$ cat src/rtl/emu_ff_scan_ctrl_if.sv
// -----------------------------------------------------------------------------
// emu_ff_scan_ctrl_if
// Word streams between the scan-chain controller and the host.
//
// Handshake: a beat transfers on a rising clk edge where valid=1 and ready=1.
// Once valid is raised, the source holds it and keeps data stable until that
// transfer happens. valid never depends on ready. The controller's din_ready
// depends only on its own registered state.
//
// Signals:
//   dout_valid/dout_ready/dout_data : dump stream, controller -> host
//   din_valid/din_ready/din_data    : restore stream, host -> controller
// Modports:
//   master : controller side
//   slave  : host side
// -----------------------------------------------------------------------------
interface emu_ff_scan_ctrl_if #(
   parameter int DATA_WIDTH = 32
);
   logic                  dout_valid;
   logic                  dout_ready;
   logic [DATA_WIDTH-1:0] dout_data;
   logic                  din_valid;
   logic                  din_ready;
   logic [DATA_WIDTH-1:0] din_data;

   modport master (
      output dout_valid, dout_data, din_ready,
      input  dout_ready, din_valid, din_data
   );

   modport slave (
      input  dout_valid, dout_data, din_ready,
      output dout_ready, din_valid, din_data
   );
endinterface

$ cat src/rtl/emu_ff_scan_ctrl.sv
// -----------------------------------------------------------------------------
// emu_ff_scan_ctrl
// Host-side controller for the emulator flip-flop scan chain. It stops the
// emulated system, shifts the whole chain once and resumes. In a dump it packs
// scan-out bits LSB-first into words and loops them back into the chain. In a
// restore it unpacks stream words into scan-in bits.
//
// Optional feature: define EMU_SCAN_CRC_EN to add a 32-bit CRC port over the
// scanned bits. The CRC has polynomial 0x04C11DB7, seed 0xFFFFFFFF, MSB-first
// shift and no final XOR.
//
// Ports:
//   clk, rstn     : clock, asynchronous active-low reset
//   start         : command pulse, ignored while busy
//   dir           : 0 = dump, 1 = restore (sampled on start)
//   bit_count     : chain length (sampled on start)
//   busy, done    : operation in progress / one-cycle completion pulse
//   run_mode      : to EMU_RUN_MODE
//   scan_mode     : to EMU_SCAN_MODE
//   ff_se, ff_di  : to EMU_FF_SE / EMU_FF_DI
//   ff_do         : from EMU_FF_DO
//   crc           : running CRC (EMU_SCAN_CRC_EN only)
//   dbg_state     : current FSM state encoding
//   strm          : dump/restore word streams (master side)
// -----------------------------------------------------------------------------
module emu_ff_scan_ctrl #(
   parameter int DATA_WIDTH = 32,
   parameter int CNT_WIDTH  = 32
) (
   input  logic                 clk,
   input  logic                 rstn,
   input  logic                 start,
   input  logic                 dir,
   input  logic [CNT_WIDTH-1:0] bit_count,
   output logic                 busy,
   output logic                 done,
   output logic                 run_mode,
   output logic                 scan_mode,
   output logic                 ff_se,
   output logic                 ff_di,
   input  logic                 ff_do,
`ifdef EMU_SCAN_CRC_EN
   output logic [31:0]          crc,
`endif
   output logic [2:0]           dbg_state,
   emu_ff_scan_ctrl_if.master   strm
);

   localparam int IDXW = $clog2(DATA_WIDTH);

   typedef enum logic [2:0] {
      S_IDLE   = 3'd0,
      S_STOP   = 3'd1,
      S_SCAN   = 3'd2,
      S_FLUSH  = 3'd3,
      S_RESUME = 3'd4
   } state_t;

   state_t                state;
   logic                  dir_q;
   logic [CNT_WIDTH-1:0]  remaining;
   logic [CNT_WIDTH-1:0]  words_owed;
   logic [IDXW-1:0]       bit_idx;
   logic [DATA_WIDTH-1:0] acc;
   logic [DATA_WIDTH-1:0] sbuf;
   logic [IDXW:0]         buf_cnt;

   logic                  in_scan;
   logic                  word_end;
   logic                  dump_se;
   logic                  rest_se;
   logic                  din_rdy;
   logic                  din_fire;
   logic [DATA_WIDTH-1:0] word_next;
   logic [CNT_WIDTH:0]    owed_sum;
   logic [CNT_WIDTH-1:0]  words_init;

   // One extra bit so that ceil() cannot overflow for very long chains.
   assign owed_sum   = {1'b0, bit_count} + (CNT_WIDTH+1)'(DATA_WIDTH-1);
   assign words_init = CNT_WIDTH'(owed_sum >> IDXW);

   assign in_scan  = (state == S_SCAN) && (remaining != '0);
   // The bit shifted this cycle closes a word: either the word is full or
   // this is the last bit of the chain.
   assign word_end = (bit_idx == IDXW'(DATA_WIDTH-1)) || (remaining == CNT_WIDTH'(1));

   // A dump stalls only if the finished word has nowhere to go.
   assign dump_se = in_scan && !dir_q &&
                    !(word_end && strm.dout_valid && !strm.dout_ready);
   assign rest_se = in_scan && dir_q && (buf_cnt != '0);
   assign ff_se   = dump_se | rest_se;

   assign ff_di = ((state == S_SCAN) && dir_q) ? sbuf[0] : ff_do;

   // The buffer is refilled in the same cycle its last bit is shifted out,
   // so a restore can run at one bit per cycle.
   assign din_rdy  = (state == S_SCAN) && dir_q && (words_owed != '0) &&
                     ((buf_cnt == '0) || ((buf_cnt == (IDXW+1)'(1)) && rest_se));
   assign din_fire = din_rdy && strm.din_valid;
   assign strm.din_ready = din_rdy;

   assign word_next = acc | (DATA_WIDTH'(ff_do) << bit_idx);
   assign dbg_state = state;

`ifdef EMU_SCAN_CRC_EN
   logic        scan_bit;
   logic [31:0] crc_next;
   assign scan_bit = dir_q ? sbuf[0] : ff_do;
   assign crc_next = {crc[30:0], 1'b0} ^ ((crc[31] ^ scan_bit) ? 32'h04C11DB7 : 32'h0);
`endif

   always_ff @(posedge clk or negedge rstn) begin
      if (!rstn) begin
         state           <= S_IDLE;
         busy            <= 1'b0;
         done            <= 1'b0;
         run_mode        <= 1'b1;
         scan_mode       <= 1'b0;
         dir_q           <= 1'b0;
         remaining       <= '0;
         words_owed      <= '0;
         bit_idx         <= '0;
         acc             <= '0;
         sbuf            <= '0;
         buf_cnt         <= '0;
         strm.dout_valid <= 1'b0;
         strm.dout_data  <= '0;
`ifdef EMU_SCAN_CRC_EN
         crc             <= 32'hFFFFFFFF;
`endif
      end else begin
         done <= 1'b0;

         case (state)
            S_IDLE: begin
               if (start) begin
                  dir_q      <= dir;
                  remaining  <= bit_count;
                  words_owed <= words_init;
                  bit_idx    <= '0;
                  acc        <= '0;
                  sbuf       <= '0;
                  buf_cnt    <= '0;
                  busy       <= 1'b1;
                  run_mode   <= 1'b0;
                  state      <= S_STOP;
`ifdef EMU_SCAN_CRC_EN
                  crc        <= 32'hFFFFFFFF;
`endif
               end
            end
            S_STOP: begin
               scan_mode <= 1'b1;
               state     <= S_SCAN;
            end
            S_SCAN: begin
               // The last captured bit has already been moved to dout, so
               // nothing is in flight once remaining reaches zero.
               if (remaining == '0) begin
                  scan_mode <= 1'b0;
                  state     <= S_FLUSH;
               end
            end
            S_FLUSH: begin
               if (dir_q || !strm.dout_valid || strm.dout_ready) begin
                  state <= S_RESUME;
               end
            end
            S_RESUME: begin
               run_mode <= 1'b1;
               busy     <= 1'b0;
               done     <= 1'b1;
               state    <= S_IDLE;
            end
            default: begin
               state <= S_IDLE;
            end
         endcase

         if (ff_se) begin
            remaining <= remaining - 1'b1;
`ifdef EMU_SCAN_CRC_EN
            crc       <= crc_next;
`endif
         end

         // Dump packing; a newly completed word overrides the clear of an
         // accepted one.
         if (strm.dout_valid && strm.dout_ready) begin
            strm.dout_valid <= 1'b0;
         end
         if (dump_se) begin
            if (word_end) begin
               strm.dout_data  <= word_next;
               strm.dout_valid <= 1'b1;
               acc             <= '0;
               bit_idx         <= '0;
            end else begin
               acc     <= word_next;
               bit_idx <= bit_idx + 1'b1;
            end
         end

         // Restore unpacking; leftover bits of the final word are never
         // shifted because ff_se stops when remaining reaches zero.
         if (din_fire) begin
            sbuf       <= strm.din_data;
            buf_cnt    <= (IDXW+1)'(DATA_WIDTH);
            words_owed <= words_owed - 1'b1;
         end else if (rest_se) begin
            sbuf    <= sbuf >> 1;
            buf_cnt <= buf_cnt - 1'b1;
         end
      end
   end

endmodule

$ cat src/flat_wrapper.sv
// flat-port wrapper written by rule: the top's interface ports become plain ports
module emu_ff_scan_ctrl_flat 
#(
   parameter int DATA_WIDTH = 32,
   parameter int CNT_WIDTH  = 32
)
  (clk, rstn, start, dir, bit_count, busy, done, run_mode, scan_mode, ff_se, ff_di, ff_do, dbg_state, strm_dout_valid, strm_dout_data, strm_din_ready, strm_dout_ready, strm_din_valid, strm_din_data);
  emu_ff_scan_ctrl_if #(.DATA_WIDTH(DATA_WIDTH)) strm_i ();
  input  logic clk;
  input  logic rstn;
  input  logic start;
  input  logic dir;
  input  logic [CNT_WIDTH-1:0] bit_count;
  output logic busy;
  output logic done;
  output logic run_mode;
  output logic scan_mode;
  output logic ff_se;
  output logic ff_di;
  input  logic ff_do;
  output logic [2:0] dbg_state;
  output wire logic [$bits(strm_i.dout_valid)-1:0] strm_dout_valid;
  output wire logic [$bits(strm_i.dout_data)-1:0] strm_dout_data;
  output wire logic [$bits(strm_i.din_ready)-1:0] strm_din_ready;
  input wire logic [$bits(strm_i.dout_ready)-1:0] strm_dout_ready;
  input wire logic [$bits(strm_i.din_valid)-1:0] strm_din_valid;
  input wire logic [$bits(strm_i.din_data)-1:0] strm_din_data;
  assign strm_dout_valid = strm_i.dout_valid;
  assign strm_dout_data = strm_i.dout_data;
  assign strm_din_ready = strm_i.din_ready;
  assign strm_i.dout_ready = strm_dout_ready;
  assign strm_i.din_valid = strm_din_valid;
  assign strm_i.din_data = strm_din_data;
  emu_ff_scan_ctrl #(.DATA_WIDTH(DATA_WIDTH), .CNT_WIDTH(CNT_WIDTH)) u_core (.clk(clk), .rstn(rstn), .start(start), .dir(dir), .bit_count(bit_count), .busy(busy), .done(done), .run_mode(run_mode), .scan_mode(scan_mode), .ff_se(ff_se), .ff_di(ff_di), .ff_do(ff_do), .dbg_state(dbg_state), .strm(strm_i));
endmodule
$ cat config.mk
export PLATFORM = sky130hd
export DESIGN_NAME = emu_ff_scan_ctrl_flat
export DESIGN_NICKNAME = d
export VERILOG_FILES = /design/src/rtl/emu_ff_scan_ctrl_if.sv /design/src/rtl/emu_ff_scan_ctrl.sv /design/src/flat_wrapper.sv
export SDC_FILE = /design/constraint.sdc
export NUM_CORES = 1
export LEC_CHECK = 0
export ABC_AREA = 1
export ABC_CLOCK_PERIOD_IN_PS = 2000
export BUFFER_PORTS_ARGS = -buffer_cell sky130_fd_sc_hd__buf_2
export CORE_ASPECT_RATIO = 2
export CORE_UTILIZATION = 35
export CTS_BUF_LIST = sky130_fd_sc_hd__clkbuf_4 sky130_fd_sc_hd__clkbuf_8 sky130_fd_sc_hd__clkbuf_16
export DETAILED_ROUTE_END_ITERATION = 16
export SYNTH_ARGS = -nofsm -noshare
export SYNTH_HDL_FRONTEND = slang
export SYNTH_SLANG_ARGS = --single-unit
$ cat constraint.sdc
create_clock -name clk -period 2 [get_ports clk]
set_input_delay 0.2 -clock clk [delete_from_list [all_inputs] [get_ports clk]]
set_output_delay 0.2 -clock clk [all_outputs]
set_load 0.02 [all_outputs]
==> results of run 1 <==
==> synth_stat cells (3+ instances only) <==
master,number
nand4_1,75
clkbuf_1,27
buf_2,21
buf_6,3
nor3_1,26
dfrtp_1,179
o21ai_1,40
nand2_1,526
nand2_2,6
nor2_2,7
ha_1,8
inv_1,151
a21oi_1,6
nor2_1,163
inv_2,8
nand3_1,119
o22ai_1,3
xor2_1,39
buf_4,15
o21bai_1,3
nor2_4,3
buf_1,4
nand3b_1,6
xnor2_1,14
o21ai_0,122
o211ai_1,4
==> repair_timing <==
item / 4_1_cts / 5_1_grt
hold buffers: 38 / 0
cloned: 39 / 6
pin swaps: 72 / 122
setup endpoints to repair: 175 / 178
setup buffers: 67 / 22
resized for setup: 323 / 319
hold endpoints to repair: 84 / 0
==> metal layers <==
| layer | up-vias | global-route usage (%) | wire (um) |
|---|---|---|---|
| met2 | 470 | 54.4 | 25600 |
| met1 | 6121 | 26.2 | 15100 |
| met4 | 0 | 24.7 | 4680 |
| met3 | 237 | 4.71 | 1960 |
| li1 | 5934 | - | - |
| met5 | - | 0 | 0 |
==> per-stage QoR <==
stage	cells	power (W)
after floorplan	1596	0.00973
after global placement	2237	0.0127
after detailed placement	2237	0.0129
after CTS	2409	0.0184
after global routing	2414	0.0211
final	2414	0.0199
==> power groups by stage <==
| stage | clock (W) | combinational (W) | sequential (W) |
|---|---|---|---|
| after CTS | 0.00370 | 0.00919 | 0.00555 |
| after global routing | 0.00383 | 0.0115 | 0.00574 |
| final | 0.00364 | 0.0107 | 0.00565 |
| after detailed placement | 0 | 0.00732 | 0.00555 |
| after global placement | 0 | 0.00719 | 0.00553 |
| after floorplan | 0 | 0.00401 | 0.00572 |
==> worst min path at each step <==
stage,cells past startpoint,to
finish,3,u_core.remaining[9]$_DFFE_PN0P_
global route,3,u_core.remaining[31]$_DFFE_PN0P_
CTS,3,u_core.remaining[31]$_DFFE_PN0P_
detailed placement,1,u_core.sbuf[19]$_DFFE_PN0P_
global placement,1,u_core.sbuf[20]$_DFFE_PN0P_
floorplan,0,u_core.acc[0]$_DFFE_PN0P_
==> area by class of cell <==
class,count,share of cell area [%]
repair inverters,4,0.362
clock buffers,18,2.44
multi-input cells,1186,39.9
flip-flops and latches,180,25.1
clock inverters,14,1.02
repair buffers,435,24.8
well taps,418,2.91
inverters,159,3.53
==> registers in the layout, indices dropped and copies added, names as in the netlist, 3 cells and up <==
| name | count |
|---|---|
| u_core.dbg_state | 3 |
| u_core.words_owed | 32 |
| u_core.buf_cnt | 6 |
| u_core.sbuf | 32 |
| u_core.bit_idx | 5 |
| u_core.strm.dout_data | 32 |
| u_core.remaining | 32 |
| u_core.acc | 32 |
==> worst max-delay path: cells and delay by family, from the launching register on <==
family	cells	cell delay [ns]
and+or+nand+nor	7	0.67
buffers and inverters	3	0.40
AOI/OAI and AO/OA	1	0.17
DFF	1	0.42
==> logic make-up (layout without fill, tap and decap cells) <==
logic type,after synthesis,in the layout,synth area share [%]
xor gates and xnor gates,53,53,4.21
DFF,180,180,40.8
adders and majority gates,8,8,0.907
AOI/OAI and AO/OA,180,180,8.43
buffers and inverters,230,630,8.78
muxes,1,1,0.102
and+or+nand+nor,944,944,36.7
==> results.json, run 1 <==
{
  "ir_drop_mv": 0.828,
  "arrival_ns": 2.12,
  "hold_violations": 0,
  "p_per_area_mw_per_mm2": 1110,
  "min_period_over_period_pct": 116,
  "worst_pin_slew_ns": 0.775,
  "synth_edf_count": 0,
  "yosysTopAreaCellShare_pct": 40.6,
  "worstPathRequired_ns": 1.80,
  "pwr-share-seq_pct": 28.3,
  "dpl.hpwl_mm": 28.9,
  "synth.avg_cell_area_um2": 6.92,
  "grt_pass1_wl_mm": 69.6,
  "first_iter_violations": 782,
  "reg2reg_depth": 16,
  "fin_tns_setup_ns": -32.13,
  "cts_tree": "built",
  "cts-root-buf": "clkbuf_16",
  "ys_types": 39,
  "antennaDiodeCount": 0,
  "final_common_cell": "nand2_1",
  "timing.slew.headroom_pct": 47.8,
  "endpoint": "ff_se",
  "min_from": "bit_count[9]",
  "final-max-slew-violation-count": 0,
  "start_util_pct": 35.6,
  "internal-power_w": 0.0116,
  "die_height_um": 253,
  "pin_count": 114,
  "synth_cells": 1596,
  "syn_area_mm2": 0.0110,
  "rsz0062_at_grt": "yes",
  "core-area_mm2": 0.0310,
  "fin_ws_ns": -0.324,
  "post-route-util_pct": 58.1,
  "layout.nets": 2062,
  "antenna_found_initial": 0,
  "htree_levels": 4,
  "p_clk_share_pct": 18.3,
  "area_delta_synth_final_pct": 63.0,
  "regArea_mm2": 0.00451,
  "drive_gt1_share_pct": 40.0,
  "reg2reg_to": "u_core.strm.dout_data[26]$_DFFE_PN0P_",
  "critPathMaxStageDelay_ns": 0.42,
  "grt_pass1_vias": 12901,
  "final_antenna_net_count": 0,
  "first_pass_iters": 5,
  "power_switching_share_pct": 41.9,
  "port_buffers": 113,
  "vias": 12762,
  "die_area_mm2": 0.0323,
  "clock-sinks": 180,
  "outcome": "finished, violations left",
  "synth_area_leaders": "dfrtp_1 (41%), nand2_1 (18%), nor2_1 (5.5%)",
  "dieWidth_um": 128,
  "cts.path.max_buffers": 2,
  "maxCapViolCount": 0,
  "hp-class": "input port to flip-flop",
  "p_sw_w": 0.00836,
  "synthFlopType": "dfrtp_1",
  "numCtsBuffers": 17,
  "fin_area_mm2": 0.0180,
  "cellLeakagePower_nw": 9.24,
  "rrSetupSlack_ns": -0.30,
  "drt-total-wl_mm": 47.3,
  "gp_congestion": 0.970,
  "vias_per_cell": 5.29,
  "multiInputGateArea_mm2": 0.00718,
  "synth_top_area_cell": "dfrtp_1",
  "r2r_start": "u_core.remaining[11]$_DFFE_PN0P_",
  "violations": "negative setup slack",
  "worstPathMaxFanout": 2,
  "yosys_warnings": 0,
  "synth-seq-cells": 180,
  "ys_async_sr_fraction_pct": 100,
  "slowest_stage": "dfrtp_1",
  "placed_cell_area_mm2": 0.0134,
  "wl_per_cell_um": 19.6,
  "critPathLaunch": "u_core.remaining[11]$_DFFE_PN0P_",
  "worst_setup_path_end_kind": "output pin",
  "fillers": 2765,
  "fin_crit_ns": 2.32,
  "combPwrFrac_pct": 53.4,
  "grt_overflow_total": 0,
  "synth_nets": 1675,
  "grt_usage_pct": 28.8,
  "setup_viol": 174,
  "clock_latency_ns": 0.47,
  "yosysSeqAreaShare_pct": 40.8,
  "final_cell_mix": "nand2_1 (356), dfrtp_1 (178), buf_4 (166)",
  "worstSetupPathType": "flip-flop to output pin",
  "fin_worst_skew_ns": 0.0224,
  "cp_cell_sequence": "nor2_2, nand2_2, buf_4, nor2_4, nand2_2, o21bai_4, nand2_4, nand2_8, nand2_4, buf_6, buf_6",
  "route.detailed.drc": 0,
  "timing.hold.ws_ns": 0.0507,
  "clk_pin_slew_worst_paths_ns": 0.08,
  "crit_path_start_kind": "flip-flop",
  "grt_start_max_net_pins": 52,
  "post-place-ws_ns": -0.283,
  "max_freq_mhz": 430,
  "rows": 91
}
No activity file was read; power rests on OpenSTA's default activity.
==> inputs of run 2 (changes only) <==
--- a/config.mk
+++ b/config.mk
@@ -8,10 +8,13 @@
 export ABC_AREA = 1
 export ABC_CLOCK_PERIOD_IN_PS = 2000
 export BUFFER_PORTS_ARGS = -buffer_cell sky130_fd_sc_hd__buf_2
+export CELL_PAD_IN_SITES_DETAIL_PLACEMENT = 0
+export CELL_PAD_IN_SITES_GLOBAL_PLACEMENT = 1
 export CORE_ASPECT_RATIO = 2
 export CORE_UTILIZATION = 35
 export CTS_BUF_LIST = sky130_fd_sc_hd__clkbuf_4 sky130_fd_sc_hd__clkbuf_8 sky130_fd_sc_hd__clkbuf_16
 export DETAILED_ROUTE_END_ITERATION = 16
+export PLACE_DENSITY_LB_ADDON = 0.1
 export SYNTH_ARGS = -nofsm -noshare
 export SYNTH_HDL_FRONTEND = slang
 export SYNTH_SLANG_ARGS = --single-unit
==> run 2 against run 1 <==
  * The run still ends with negative setup slack left
  * Power down 2.7%
  * Via count decreased by 2.6%
  * First-iteration DRC count decreased by 46%
  * Critical path type unchanged
  * Largest cell class unchanged
  * Largest power group unchanged
==> results.json, run 2 (same netlist as run 1, synthesis figures left out) <==
{
  "port_buffers": 113,
  "outcome": "finished, violations left",
  "grt_pass1_wl_mm": 72.0,
  "die_area_mm2": 0.0323,
  "worstPathRequired_ns": 1.80,
  "grt_overflow_total": 0,
  "final-max-slew-violation-count": 0,
  "grt_pass1_vias": 13179,
  "timing.slew.headroom_pct": 51.1,
  "gp_congestion": 0.918,
  "layout.nets": 2075,
  "worstSetupPathType": "flip-flop to output pin",
  "fin_area_mm2": 0.0179,
  "setup_viol": 173,
  "wl_per_cell_um": 20.0,
  "ir_drop_mv": 0.745,
  "dieWidth_um": 128,
  "clock_latency_ns": 0.46,
  "vias_per_cell": 5.12,
  "drive_gt1_share_pct": 39.5,
  "violations": "negative setup slack",
  "area_delta_synth_final_pct": 61.7,
  "fin_tns_setup_ns": -38.80,
  "worst_setup_path_end_kind": "output pin",
  "htree_levels": 4,
  "clk_pin_slew_worst_paths_ns": 0.08,
  "pin_count": 114,
  "rows": 91,
  "antenna_found_initial": 3,
  "worst_pin_slew_ns": 0.726,
  "first_iter_violations": 426,
  "cts_tree": "built",
  "grt_start_max_net_pins": 55,
  "start_util_pct": 35.6,
  "cts.path.max_buffers": 2,
  "die_height_um": 253,
  "final_cell_mix": "nand2_1 (381), buf_4 (184), dfrtp_1 (179)",
  "fillers": 2946,
  "arrival_ns": 2.19,
  "rsz0062_at_grt": "yes",
  "hold_violations": 0,
  "min_period_over_period_pct": 119,
  "vias": 12433,
  "first_pass_iters": 4,
  "dpl.hpwl_mm": 32.1,
  "route.detailed.drc": 0,
  "numCtsBuffers": 17,
  "p_per_area_mw_per_mm2": 1090,
  "maxCapViolCount": 0,
  "hp-class": "input port to flip-flop",
  "fin_ws_ns": -0.389,
  "drt-total-wl_mm": 48.6,
  "grt_usage_pct": 30.3,
  "crit_path_start_kind": "flip-flop",
  "core-area_mm2": 0.0310,
  "max_freq_mhz": 419,
  "fin_crit_ns": 2.39,
  "final_common_cell": "nand2_1",
  "cts-root-buf": "clkbuf_16",
  "placed_cell_area_mm2": 0.0135,
  "post-route-util_pct": 57.6,
  "cellLeakagePower_nw": 9.38,
  "worstPathMaxFanout": 3,
  "clock-sinks": 180,
  "final_antenna_net_count": 0,
  "fin_worst_skew_ns": 0.0126
}
==> run 2: stage by stage <==
| step | hold slack (ns) | power [W] | instances | setup slack (ns) |
|---|---|---|---|---|
| after CTS | 0.000905 | 0.0184 | 2425 | -0.486 |
| after global routing | 0.0348 | 0.0206 | 2427 | -0.474 |
| after floorplan | -0.0956 | 0.00973 | 1596 | 0.00154 |
| after detailed placement | 0.155 | 0.0130 | 2254 | -0.314 |
| after global placement | 0.160 | 0.0129 | 2254 | -0.244 |
| final | 0.0231 | 0.0194 | 2428 | -0.389 |
==> run 2: layout make-up <==
| type | instances | area (um2) | area share [%] |
|---|---|---|---|
| Multi-Input combinational cell | 1186 | 7140 | 40.0 |
| Sequential cell | 180 | 4510 | 25.2 |
| Timing Repair Buffer | 448 | 4410 | 24.7 |
| Inverter | 159 | 624 | 3.50 |
| Tap cell | 418 | 523 | 2.93 |
| Clock buffer | 18 | 439 | 2.46 |
| Clock inverter | 14 | 143 | 0.799 |
| Timing Repair inverter | 4 | 57.6 | 0.322 |
| Antenna cell | 1 | 2.50 | 0.0140 |
==> run 2: timing repair <==
action | 4_1_cts | 5_1_grt
setup endpoints to repair | 175 | 179
pin swaps | 52 | 141
gates cloned | 34 | 6
buffers inserted | 102 | 29
hold buffers | 37 | 0
hold endpoints to repair | 67 | 0
gates resized for setup | 262 | 376
==> run 2: critical path: stages, from the launching register on <==
cell,delay [ns]
dfrtp_1,0.41
nor2_2,0.17
nand2_1,0.07
inv_1,0.08
nand2_1,0.14
nor2_4,0.14
nand2_4,0.08
buf_6,0.14
nand3_2,0.06
nand2_2,0.07
buf_8,0.13
and2_4,0.13
buf_6,0.12
==> run 2: power breakdown <==
group	total [W]	switching, W	internal, W	leakage (nW)
logic	0.0103	0.00563	0.00463	6.79
clock network	0.00349	0.00169	0.00179	0.287
registers	0.00566	0.000804	0.00485	2.30
total	0.0194	0.00813	0.0113	9.38
==> run 2: final timing paths <==
path / from / endpoint / slack (ns) / cells past startpoint
worst max register to register: u_core.remaining[23]$_DFFE_PN0P_ / u_core.strm.dout_data[25]$_DFFE_PN0P_ / -0.34 / 14
max in group asynchronous: rstn / u_core.words_owed[21]$_DFFE_PN0P_ / 1.04 / 3
min in group asynchronous: rstn / u_core.sbuf[16]$_DFFE_PN0P_ / 0.23 / 2
worst min register to register: u_core.run_mode$_DFFE_PN1P_ / u_core.run_mode$_DFFE_PN1P_ / 0.47 / 2
worst min-delay path: bit_count[31] / u_core.remaining[31]$_DFFE_PN0P_ / 0.02 / 3
worst max-delay path: u_core.remaining[23]$_DFFE_PN0P_ / strm_din_ready / -0.39 / 12
==> run 2: layer usage <==
layer	global-route usage, %	vias up	routed length (um)
met5	0	-	20
met2	58.4	333	27200
met3	4.94	207	1420
li1	-	5949	-
met4	29.7	4	5150
met1	25.1	5940	14800
